**src/rtl/screen_sequencer.sv**
```systemverilog
// Game screen sequencer: TITLE -> INTRO animation -> PLAY (optional PAUSED, SCREEN_SEQUENCER_PAUSE_EN) -> RESULTS.
// Latency: outputs registered, reflect an input one Clk after it is seen; game_start is a one-cycle pulse.
// Backpressure: none; every input is sampled every cycle and never stalled.
module screen_sequencer #(
    parameter int HOLD_FRAMES   = 8,
    parameter int RESULT_FRAMES = 60
) (
    input  logic       Clk,
    input  logic       Reset,
    input  logic       frame_tick,
    input  logic       J_Press,
    input  logic       song_done,
    output logic [1:0] screen,
    output logic [1:0] frame,
    output logic       game_start,
    output logic       game_run
);

    localparam logic [7:0] HOLD_LAST = 8'(HOLD_FRAMES - 1);
    localparam logic [7:0] RES_SAT   = 8'(RESULT_FRAMES);

`ifdef SCREEN_SEQUENCER_PAUSE_EN
    typedef enum logic [2:0] {S_TITLE, S_INTRO, S_PLAY, S_PAUSED, S_RESULTS} state_t;
`else
    typedef enum logic [2:0] {S_TITLE, S_INTRO, S_PLAY, S_RESULTS} state_t;
`endif

    state_t     state_q, state_d;
    logic [1:0] step_q, step_d;
    logic [7:0] cnt_q, cnt_d;
    logic       j_prev_q;
    logic       press;
    logic       start_d;
    logic [1:0] screen_d, frame_d;
    logic       run_d;

    assign press = J_Press & ~j_prev_q;

    always_comb begin
        state_d = state_q;
        step_d  = step_q;
        cnt_d   = cnt_q;
        start_d = 1'b0;
        case (state_q)
            S_TITLE: begin
                if (press) begin
                    state_d = S_INTRO;
                    step_d  = 2'd0;
                    cnt_d   = 8'd0;
                end
            end
            S_INTRO: begin
                if (frame_tick) begin
                    if (cnt_q == HOLD_LAST) begin
                        cnt_d = 8'd0;
                        if (step_q == 2'd2) begin
                            state_d = S_PLAY;
                            step_d  = 2'd0;
                            start_d = 1'b1;
                        end else begin
                            step_d = step_q + 2'd1;
                        end
                    end else begin
                        cnt_d = cnt_q + 8'd1;
                    end
                end
            end
            S_PLAY: begin
                // song_done has priority over a simultaneous press
                if (song_done) begin
                    state_d = S_RESULTS;
                    cnt_d   = 8'd0;
                end
`ifdef SCREEN_SEQUENCER_PAUSE_EN
                else if (press) begin
                    state_d = S_PAUSED;
                end
`endif
            end
`ifdef SCREEN_SEQUENCER_PAUSE_EN
            S_PAUSED: begin
                if (song_done) begin
                    state_d = S_RESULTS;
                    cnt_d   = 8'd0;
                end else if (press) begin
                    state_d = S_PLAY;
                end
            end
`endif
            S_RESULTS: begin
                if (press && cnt_q == RES_SAT) begin
                    state_d = S_TITLE;
                    cnt_d   = 8'd0;
                end else if (frame_tick && cnt_q != RES_SAT) begin
                    cnt_d = cnt_q + 8'd1;
                end
            end
            default: begin
                state_d = S_TITLE;
                step_d  = 2'd0;
                cnt_d   = 8'd0;
            end
        endcase
    end

    always_comb begin
        screen_d = 2'b00;
        frame_d  = 2'b00;
        run_d    = 1'b0;
        case (state_d)
            S_TITLE: frame_d = 2'b01;
            S_INTRO: begin
                screen_d = 2'b01;
                frame_d  = (step_d == 2'd2) ? 2'b11 : 2'b10;
            end
            S_PLAY: begin
                screen_d = 2'b10;
                run_d    = 1'b1;
            end
`ifdef SCREEN_SEQUENCER_PAUSE_EN
            S_PAUSED: screen_d = 2'b10;
`endif
            S_RESULTS: screen_d = 2'b11;
            default: frame_d = 2'b01;
        endcase
    end

    // Previous-key register resets high so a key held through reset is not a press
    always_ff @(posedge Clk or negedge Reset) begin
        if (!Reset) begin
            state_q    <= S_TITLE;
            step_q     <= 2'd0;
            cnt_q      <= 8'd0;
            j_prev_q   <= 1'b1;
            screen     <= 2'b00;
            frame      <= 2'b01;
            game_start <= 1'b0;
            game_run   <= 1'b0;
        end else begin
            state_q    <= state_d;
            step_q     <= step_d;
            cnt_q      <= cnt_d;
            j_prev_q   <= J_Press;
            screen     <= screen_d;
            frame      <= frame_d;
            game_start <= start_d;
            game_run   <= run_d;
        end
    end

endmodule

```
**config.mk**
```make
export PLATFORM = sky130hd
export DESIGN_NAME = screen_sequencer
export DESIGN_NICKNAME = d
export VERILOG_FILES = /design/src/rtl/screen_sequencer.sv
export SDC_FILE = /design/constraint.sdc
export NUM_CORES = 1
export LEC_CHECK = 0
export CORE_ASPECT_RATIO = 1.25
export CORE_MARGIN = 5
export CORE_UTILIZATION = 30
export CTS_CLUSTER_DIAMETER = 150
export CTS_CLUSTER_SIZE = 12
export DETAILED_ROUTE_END_ITERATION = 12
export DONT_BUFFER_PORTS = 1
export GPL_ROUTABILITY_DRIVEN = 0
export SYNTH_ARGS = -nofsm -noshare
export SYNTH_HDL_FRONTEND = slang
export SYNTH_SLANG_ARGS = --single-unit
```
**constraint.sdc**
```tcl
create_clock -name Clk -period 2.95 [get_ports Clk]
set_input_delay 0.4425 -clock Clk [delete_from_list [all_inputs] [get_ports Clk]]
set_output_delay 0.4425 -clock Clk [all_outputs]
set_load 0.05 [all_outputs]
```
==> results.md, run 1 <==
- For this run, the top clock speed supported by timing is 496.5 MHz.
- In this run the number of H-tree levels came out at 1.
- Input and output buffers added on the ports amount to 0.
- For this configuration, the core starts out at a cell density of 31.36%.
- After detailed routing, the number of remaining DRC violations is 0.
- The sum of net half-perimeters after detailed placement is 1.707 mm.
- In this run the remaining antenna-violating nets after routing total 0.
- The number of nets in the final layout is 125.
- The worst register-to-register path ends at cnt_q[6]$_DFFE_PN0P_.
- The most used flip-flop cell after synthesis is dfrtp_1.
- The final worst-path cycle share is 68.27%.
- The analysis attributes to net switching a power of 0.0001284 W.
- For this design the static power due to leakage is 0.4920 nW.
- The worst setup path is of the reg2reg kind.
- The later pin in the worst-skew pair is clocked with a latency of 0.25 ns.
- Global routing used 9.753% of the available tracks.
- After floorplanning, the core was sized to cover 0.003543 mm2.
- The power density over cell area is 431.0 mW/mm2.
- In this run the horizontal extent of the chip is 64.43 um.
- The number of diodes is 0.
- In this run the worst path has a maximum fanout of 5.
- The cell with the most instances after synthesis is dfrtp_1.
- The largest total area in the synthesized netlist belongs to dfrtp_1.
- The worst-case clock buffer depth is 2.
- The largest net degree at the start of global routing is 19.
- In the synthesized netlist the async set-or-reset flop fraction comes to 100.0%.
- CTS placed an instance of clkbuf_8 at the clock tree root.
- STA puts the critical path data required time at 3.12 ns.
- The worst setup path endpoint is cnt_q[6]$_DFFE_PN0P_.
- By count the netlist is led by dfrtp_1 (18), nand2_1 (10), nand2b_1 (7).
- Global routing finished with a remaining overflow of 0.
- The total of warnings raised by yosys is 0.
- Dividing the detail-routed wire length by the instance count gives 14.86 um.
- By area the synthesized netlist is led by dfrtp_1 (41%), dfstp_2 (4.7%), nand2b_1 (3.9%), nand2_1 (3.4%), nand3_1 (2.7%).
- After clock tree synthesis, the clock-pin slew on the worst setup and hold paths is 0.07 ns.
- The post-route netlist has 12.07% of its cells at a drive strength greater than 1.
- Summing all placed instances gives a cell area of 0.001150 mm2.
- The total of endpoints with negative setup slack in the final report is 0.
- The netlist uses 48 different library cells.
- The design internal power is 0.0003894 W.
- The signal arrival time at the worst endpoint is 2.18 ns.
- The minimum clock period after layout is 2.014 ns.
- The number of global-route vias before repair is 791.
- Setup repair after global routing left no endpoint under its margin.
- The I/O pin count is 11.
- The share of synthesized area spent on multiplexers is 0.9009%.
- The completed layout was analyzed and its total power is 0.0005177 W.
- The fraction of the mapped netlist area in compound gates is 18.13%.
- The finished cells cover 0.001201 mm2.
- Setup total negative slack on the finished layout was measured at 0 ns.
- On the final layout, the worst clock skew is 0.006158 ns.
- The layout-stage area growth over the synthesis result is 8.108%.
- The full die area is 0.005028 mm2.
- The area share of and/or/nand/nor cells after synthesis is 29.50%.
- Of the total power, the share spent switching nets is 24.79%.
- The smallest hold slack is 0.02147 ns.
- The reported max-cap violation count is 0.
- Using the TritonRoute via totals, the vias-per-cell ratio works out to 5.619.
- After synthesis, the largest area contributor takes up 40.54% of total cell area.
- The clock network burns 33.7% of the power.
- The type of element capturing the critical path is a register.
- Summing the areas of all xor and xnor instances in the mapped netlist gives 0% of the synthesized area.
- The register-to-register path setup slack is 0.94 ns.
- The number of clock sinks is 20.
- The worst vdd rail ir drop is 140.5 uV.
- TritonCTS built the clock tree.
- The proportion of power drawn by flip-flops and latches is 58.5%.
- The number of clock buffers inserted by TritonCTS is 3.
- The share of total power dissipated in combinational logic is 7.7%.
- After synthesis, the largest family of logic cells by area is simple AND/OR/NAND/NOR gates.
- The aggregate routed wire length is 2.303 mm.
- The adder and majority gate portion of the synthesized area is 2.252%.
- The placement row count is 24.
- The path class of the tightest hold or removal check is in2async.
- The setup slack after placement is 0.9469 ns.
- The register area share after synthesis is 45.27%.
- Counting every net in the synthesized netlist gives 122.
- The number of cells on the worst reg-to-reg path is 7.
- The worst pin sits at a relative slew slack of 44.12%.
- The final-report hold violation count is 0.
- The mean instance size in the synthesized netlist is 9.661 um2.
- In this run the cell area of the synthesized design comes to 0.001111 mm2.
- The type of origin of the critical path is a register.
- For this run, the detailed router's first-pass iteration total came to 4.
- The initial antenna violation count is 0.
- The launch point of the worst reg-to-reg path is cnt_q[0]$_DFFE_PN0P_.
- Once routing completed, OpenROAD measured the worst setup slack at 0.9359 ns.
- The worst setup path startpoint is cnt_q[0]$_DFFE_PN0P_.
- The number of cells produced by synthesis is 115.
- At the pin with the least slew margin, the transition time is 0.8354 ns.
- The number of synthesized register bits is 20.
- The floorplan step set the die height to 78.04 um.
- The total via count after detailed routing is 871.
- The number of enable flip-flop cells after synthesis is 0.
- The max-slew violation count came to 0.
- The first global-routing pass estimated 3.801 mm of wire.
- The run finished with clean final reports.
- After the first detailed-routing iteration, the DRC count stood at 53.
how the worst min path moves through the flow:
stage	from	to	slack [ns]	cells past startpoint
2_1_floorplan	Reset	cnt_q[0]$_DFFE_PN0P_	0.15	0
3_3_place_gp	Reset	screen[1]$_DFF_PN0_	0.15	0
3_5_place_dp	Reset	game_run$_DFF_PN0_	0.15	0
4_1_cts	Reset	j_prev_q$_DFF_PN1_	0.02	0
5_1_grt	Reset	frame[0]$_DFF_PN1_	0.005	0
6_report	Reset	j_prev_q$_DFF_PN1_	0.02	0
state kept, by name, summed over array words and instances, names as in the netlist:
register / cells
screen: 2
game_run: 1
frame: 2
game_start: 1
j_prev_q: 1
cnt_q: 8
step_q: 2
state_q: 3
per-stage QoR:
step           instances  utilization, %
6_report             155           33.90
5_1_grt              155           33.90
4_1_cts              155           33.90
3_5_place_dp         151           32.45
3_3_place_gp         151           32.45
2_1_floorplan        115               -
power groups by stage:
stage          clock network (W)  registers, W  logic (W)
4_1_cts                 0.000185      0.000303  0.0000409
5_1_grt                 0.000197      0.000304  0.0000461
3_3_place_gp                   0      0.000308  0.0000345
3_5_place_dp                   0      0.000308  0.0000346
2_1_floorplan                  0      0.000303  0.0000315
6_report                0.000175      0.000303  0.0000400
routing by layer:
| metal | vias up | wire length [um] | share of wire, % | GRT usage (%) |
|---|---|---|---|---|
| li1 | 426 | - | - | - |
| met1 | 418 | 967 | 42 | 11.19 |
| met2 | 21 | 1184 | 51 | 16.94 |
| met3 | 6 | 115 | 5.0 | 2.714 |
| met4 | 0 | 35 | 1.5 | 4.017 |
| met5 | - | 0 | 0 | 0 |
layout by cell type, fill, tap and decap left out, types with 2 or more instances in the layout:
cell type  netlist  routed
nand3_1          6       6
ha_1             2       2
inv_1            6       6
dfstp_2          2       2
nor4_2           2       2
a21oi_1          3       3
nand2b_1         7       7
o22ai_1          2       2
a211oi_1         2       2
nand3b_1         2       2
nor2_1           6       6
o21ai_0          5       5
or3b_2           2       2
nor3_1           2       2
nand4_1          2       2
and3_1           2       2
clkbuf_8         0       3
a2bb2oi_1        2       2
nand2_1         10      10
nor2b_1          2       2
dfrtp_1         18      18
what timing repair did:
item	4_1_cts	5_1_grt
hold buffers	1	0
hold endpoints to repair	18	0
gates resized for setup	0	0
buffers inserted	0	0
logic make-up (layout without fill, tap and decap cells):
logic type	after synthesis	after routing
and+or+nand+nor	53	53
AOI/OAI and AO/OA	28	28
DFF	20	20
buffers and inverters	10	11
adders and majority gates	2	2
other	1	1
muxes	1	1
layout make-up:
class / instances / area [um2]
well taps: 39 / 48.80
fillers: 350 / 2342
repair buffers: 2 / 17.52
flip-flops and latches: 20 / 503.0
multi-input cells: 85 / 568.0
clock buffers: 3 / 41.29
inverters: 6 / 22.52
worst max-delay path, stage by stage (launching register included):
cell and delay (ns):
dfrtp_1 0.40, inv_1 0.06, ha_1 0.20, nor4bb_1 0.15, a41o_1 0.29, a21oi_1 0.35, nand2b_1 0.21, o31ai_1 0.26
Note: power is estimated with default switching activity, not from simulation.
==> run 2, diff against run 1 <==
==> constraint.sdc (replaced) <==
create_clock -name Clk -period 2 [get_ports Clk]
set_input_delay 0.3 -clock Clk [delete_from_list [all_inputs] [get_ports Clk]]
set_output_delay 0.3 -clock Clk [all_outputs]
set_load 0.05 [all_outputs]
==> results.md, run 2 (synthesized netlist as in run 1, its figures left out) <==
- Timing would allow up to 527.8 MHz.
- The critical path is of the reg2reg type.
- The final-report hold violation count is 0.
- The setup check on the worst reg-to-reg path leaves a slack of 0.11 ns.
- STA classifies the critical path endpoint as a register.
- The full die area is 0.005028 mm2.
- The DRC violation total after the first TritonRoute iteration is 38.
- The number of flip-flops under the largest register name is 8.
- The final critical-path setup slack is 0.1052 ns.
- Along the worst path, the maximum fanout reaches 8.
- The static leakage is 0.5571 nW.
- Summed over all failing endpoints, the final setup total negative slack is 0 ns.
- The number of clock buffers inserted by TritonCTS is 3.
- The max-slew violation count is 0.
- The number of cells on the worst reg-to-reg path is 5.
- In the final layout, the registers with the most flip-flops are cnt_q (8), state_q (3).
- The critical path contains buffers and inverters numbering 0 combined.
- Counting the fill cells in the layout gives 357.
- Data on the critical path is required at its endpoint by 2.17 ns.
- The critical path's largest stage delay is 0.53 ns.
- After floorplanning, the core was divided into 24 placement rows.
- The number of antenna diodes in the final layout is 0.
- Headroom to the max-slew limit came out at 41.16%.
- Counting every sink on the clock net gives 20.
- After detailed routing, the number of vias per cell comes to 5.467.
- The run finished with clean final reports.
- The initial core utilization is 31.36%.
- Summed over all layers, the routed wires come to 2.375 mm.
- Subtracting the final worst setup slack from the clock period gives 1.895 ns.
- The area occupied by multi-input gates is 581.8 um2.
- The class of the worst hold path is in2reg.
- Detailed routing inserted a total of 913 vias.
- The die is 78.04 um tall.
- Pin placement for this block handled 11 I/O pins.
- At the placement stage, the worst setup path has a slack of 0.09465 ns.
- The HPWL after detailed placement is 1.833 mm.
- Leaving out fill and tap cells, the most frequent cell in the layout is dfrtp_1.
- The total of endpoints with negative setup slack in the final report is 0.
- Buffers added to address setup during post-CTS repair amount to 0.
- The top cell types in the final layout, fill and taps aside, are dfrtp_1 (17), buf_4 (12), nand2_1 (10).
- The first global-routing pass estimated 4.181 mm of wire.
- The signal arrival time at the worst endpoint is 2.07 ns.
- The pin slew with the least headroom to its limit is 0.8797 ns.
- The worst setup path endpoint is frame[0]$_DFF_PN1_.
- The detail route stage leaves a number of antenna-violating nets equal to 0.
- Across the VDD grid, the largest voltage drop is 209.0 uV.
- The cell class contributing the biggest share of worst-path delay is simple AND/OR/NAND/NOR gates.
- For the worst-skew pair, the clock arrives at the later sink with an insertion delay of 0.26 ns.
- Max-cap violations in this run came to 0.
- Counting along the longest clock path gives a buffer depth of 2.
- For this design the ratio of total power to cell area is 628.9 mW/mm2.
- The average wire per cell in the routed design is 14.22 um.
- The number of port buffers is 0.
- The cell with the largest stage delay on the worst path is or4_4.
- Measured along the x axis, the die boundary spans 64.43 um.
- The clock-pin slew reported for the worst setup and hold paths after clock tree synthesis is 0.07 ns.
- In the global route stage, overall resource usage came out at 10.48%.
- The initial antenna violation count is 0.
- CTS built an H-tree with a depth of 1.
- The floorplan step defined a core boundary enclosing 0.003543 mm2.
- The total overflow left after global routing is 0.
- The first detailed-routing pass ran for 4 iterations.
- The endpoint identified for the worst register-to-register timing path is frame[0]$_DFF_PN1_.
- The largest net degree at the start of global routing is 21.
- The type of origin of the critical path is a register.
- The worst setup path startpoint is cnt_q[6]$_DFFE_PN0P_.
- TritonCTS built the clock tree.
- The CTS root buffer is clkbuf_8.
- The register ranked first by flip-flop count is cnt_q.
- The number of global-route vias before repair is 916.
- The storage element area is 504.2 um2.
- The launch point of the worst reg-to-reg path is cnt_q[6]$_DFFE_PN0P_.
- The cell depth of the worst setup path is 5.
- Setup repair after global routing left no endpoint under its margin.
- The fraction of final layout cells with drive strength greater than 1 is 22.66%.
- The number of nets in the final layout is 136.
- The layout-stage area growth over the synthesis result is 18.13%.
- Clock skew on the completed layout was measured at 0.001278 ns.
- The signal on the critical path passes through or4_4 > or3_1 > o31a_1 > nand2_2 > a31oi_1.
- The final worst-path cycle share is 94.74%.
- In the routed design, unresolved DRC markers number 0.
run 2: area by class of cell:
cell class                      instances  share of cell area [%]
Multi-Input combinational cell         85                   44.33
Sequential cell                        20                   38.42
Timing Repair Buffer                   13                   7.626
Clock buffer                            4                   4.194
Tap cell                               39                   3.718
Inverter                                6                   1.716
run 2: how the worst min path moves through the flow:
stage | start | endpoint | cells after the start | slack, ns
after floorplan | Reset | cnt_q[0]$_DFFE_PN0P_ | 0 | 0.004
after global placement | Reset | state_q[1]$_DFF_PN0_ | 0 | 0.005
after detailed placement | Reset | state_q[1]$_DFF_PN0_ | 0 | 0.005
after CTS | J_Press | j_prev_q$_DFF_PN1_ | 0 | 0.03
after global routing | J_Press | j_prev_q$_DFF_PN1_ | 0 | 0.02
final | J_Press | j_prev_q$_DFF_PN1_ | 0 | 0.03
run 2: through the flow:
stage / std cells / utilization, % / hold slack, ns / cell area [um2] / power [W]
global route: 167 / 37.04 / 0.01916 / 1313 / 0.0008667
floorplan: 115 / - / 0.004409 / 1111 / 0.0004937
global placement: 162 / 34.78 / 0.004890 / 1232 / 0.0005160
detailed placement: 162 / 34.78 / 0.004904 / 1232 / 0.0005167
CTS: 167 / 36.62 / 0.02877 / 1297 / 0.0008345
finish: 167 / 37.04 / 0.03172 / 1313 / 0.0008255
run 2: per-layer routing:
layer / track usage (%) / share of wire [%]
met1: 12.48 / 43
met4: 5.074 / 2.0
met2: 17.98 / 50
met5: 0 / 0
met3: 2.000 / 5.2
run 2: what timing repair did:
item / 4_1_cts / 5_1_grt
hold buffers: 1 / 0
hold endpoints to repair: 20 / 0
gates resized for setup: 0 / 3
setup endpoints to repair: 0 / 5
run 2: power by group:
part	switching (W)	total [W]	internal, W
sequential	0.0000256	0.000443	0.000417
combinational	0.0000432	0.0000762	0.0000330
clock	0.000131	0.000307	0.000175
total	0.000200	0.000825	0.000625
==> run 3, diff against run 2 <==
--- a/config.mk
+++ b/config.mk
@@ -5,6 +5,8 @@
 export SDC_FILE = /design/constraint.sdc
 export NUM_CORES = 1
 export LEC_CHECK = 0
+export CELL_PAD_IN_SITES_DETAIL_PLACEMENT = 1
+export CELL_PAD_IN_SITES_GLOBAL_PLACEMENT = 1
 export CORE_ASPECT_RATIO = 1.25
 export CORE_MARGIN = 5
 export CORE_UTILIZATION = 30
@@ -13,6 +15,7 @@
 export DETAILED_ROUTE_END_ITERATION = 12
 export DONT_BUFFER_PORTS = 1
 export GPL_ROUTABILITY_DRIVEN = 0
+export PLACE_DENSITY_LB_ADDON = 0.1
 export SYNTH_ARGS = -nofsm -noshare
 export SYNTH_HDL_FRONTEND = slang
 export SYNTH_SLANG_ARGS = --single-unit
==> results.md, run 3 (synthesized netlist as in run 1, its figures left out) <==
- After detailed routing, the number of remaining DRC violations is 0.
- The initial utilization of the core area, before any placement, comes to 31.36%.
- The CTS root buffer is clkbuf_8.
- The register ranked first by flip-flop count is cnt_q.
- Entering global routing, the biggest net connects 21 pins.
- The final-report hold violation count is 0.
- The horizontal extent of the die is 64.43 um.
- The number of cells on the worst reg-to-reg path is 5.
- Wires add up to 2.967 mm.
- The flow ran to the end, and the final reports show no timing, DRC or antenna violations.
- The largest fanout of any net on the critical path is 4.
- The clock-pin slew reported for the worst setup and hold paths after clock tree synthesis is 0.08 ns.
- The worst register-to-register path begins at cnt_q[7]$_DFFE_PN0P_.
- The class of the worst hold path is in2reg.
- The core region is 0.003543 mm2.
- The sum of net half-perimeters after detailed placement is 2.216 mm.
- The TritonCTS clock tree is done.
- In the routed layout, each cell is associated on average with a via count of 5.419.
- The reported max-cap violation count is 0.
- The type of origin of the critical path is a register.
- The final worst-path cycle share is 97.18%.
- For the worst setup path, the data required time is 2.18 ns.
- The initial antenna violation count was 0.
- The number of diodes is 0.
- The die covers 0.005028 mm2.
- The area growth from synthesis to layout is 24.55%.
- The placement row count is 24.
- After detailed placement, the total cell area comes to 0.001262 mm2.
- Leaving out fill and tap cells, the most frequent cells in the layout are dfrtp_1 (17), buf_4 (17), nand2_1 (10).
- For the final database, setup skew stands at 0.001886 ns.
- The detailed router put a total of 1.256 mm of wire on met1.
- The maximum clock frequency is 514.5 MHz.
- The first TritonRoute pass finished after 4 iterations.
- The pin slew with the least headroom to its limit is 0.9296 ns.
- The die height is 78.04 um.
- Setup violations remaining at the end of the flow were counted as 0.
- The remaining max-slew budget at the tightest pin is 37.82%.
- The setup check on the worst reg-to-reg path leaves a slack of 0.06 ns.
- In this run the critical register-to-register path is captured at frame[0]$_DFF_PN1_.
- The total met2 wirelength after detailed routing is 1.553 mm.
- In the final routed layout, each cell accounts on average for 17.25 um.
- Across the VDD grid, the largest voltage drop is 206.6 uV.
- The clock net in this run drives a total of 20 sinks.
- The minimum clock period after layout is 1.944 ns.
- Counting along the longest clock path gives a buffer depth of 2.
- After the first detailed-routing iteration, the DRC count stood at 22.
- The type of the worst setup path is reg2reg.
- The clock reaches the later pin of the worst-skew pair after 0.26 ns.
- The top metal layer carrying routed signals is met4.
- The number of clock buffers inserted by TritonCTS is 3.
- For this design the top-level I/O count stands at 11.
- The worst hold path terminates at j_prev_q$_DFF_PN1_.
- The total design power is 0.0008471 W.
- The number of cells on the worst hold path is 0.
- The total congestion overflow is 0.
- The max-slew violation count is 0.
- For this design the ratio of total power to cell area is 612.1 mW/mm2.
- The global-route wire length before repair is 4.974 mm.
- The number of global-route vias before repair is 1000.
- The source of the worst hold timing path is J_Press.
- In the global route stage, overall resource usage came out at 13.03%.
- The signal arrival time at the worst endpoint is 2.12 ns.
- The worst setup path is captured at a register.
- The cell area after layout is 0.001384 mm2.
- In this run the remaining antenna-violating nets after routing total 0.
- In the final layout, the share of cells above drive strength 1 is 29.32%.
- The level count of the clock H-tree is 1.
- The total via count after detailed routing is 932.
- The number of flip-flops under the largest register name is 8.
- The analysis attributes to cell leakage a power of 0.5931 nW.
- The total length of routed met3 wires is 89 um.
- The largest registers in the layout are cnt_q (8), state_q (3).
- The number of port buffers is 0.
- The net count of the finished layout is 141.
[run 3: stage by stage]
| stage | setup WS [ns] | TNS (ns) | utilization [%] | instances | hold slack, ns |
|---|---|---|---|---|---|
| final | 0.05634 | 0 | 39.05 | 172 | 0.02436 |
| after global routing | -0.05687 | -0.1084 | 39.05 | 172 | 0.003315 |
| after CTS | 0.05260 | 0 | 37.46 | 171 | 0.01983 |
| after detailed placement | 0.07524 | 0 | 35.63 | 166 | 0.005015 |
| after global placement | 0.07013 | 0 | 35.63 | 166 | 0.004984 |
| after floorplan | 0.1645 | 0 | - | 115 | 0.004409 |
[run 3: repair_timing]
item	CTS	global route
setup endpoints to repair	0	8
hold endpoints to repair	20	0
resized for setup	0	10
hold buffers	1	0
setup buffers	0	1
[run 3: cell type report]
type                            instances  area [um2]
Fill cell                             413        2160
Multi-Input combinational cell         85       615.6
Sequential cell                        20       504.2
Timing Repair Buffer                   18       137.6
Clock buffer                            4       55.05
Tap cell                               39       48.80
Inverter                                6       22.52
[run 3: how the worst max path moves through the flow]
stage / startpoint / slack [ns] / depth (start not counted) / endpoint
final: cnt_q[7]$_DFFE_PN0P_ / 0.06 / 5 / frame[0]$_DFF_PN1_
after global routing: cnt_q[0]$_DFFE_PN0P_ / -0.06 / 9 / cnt_q[6]$_DFFE_PN0P_
after CTS: cnt_q[0]$_DFFE_PN0P_ / 0.05 / 9 / cnt_q[6]$_DFFE_PN0P_
after detailed placement: cnt_q[0]$_DFFE_PN0P_ / 0.08 / 9 / cnt_q[6]$_DFFE_PN0P_
after global placement: cnt_q[6]$_DFFE_PN0P_ / 0.07 / 5 / frame[0]$_DFF_PN1_
after floorplan: cnt_q[3]$_DFFE_PN0P_ / 0.16 / 5 / frame[0]$_DFF_PN1_
[run 3: critical path: stages, from the launching register on]
cell,delay (ns)
dfrtp_1,0.46
or4_4,0.58
or3_1,0.34
o31a_1,0.34
nand2_2,0.10
a31oi_1,0.04
[run 3: layer usage]
layer,global-route usage [%],vias up
met5,0,-
met4,6.977,0
met3,2.000,5
met2,23.04,12
met1,14.93,457
li1,-,458
[run 3: power breakdown]
part           leakage [nW]  internal (W)  switching (W)
logic                 0.298     0.0000359      0.0000502
registers             0.266      0.000417      0.0000246
clock network        0.0288      0.000176       0.000144
total                 0.593      0.000629       0.000219
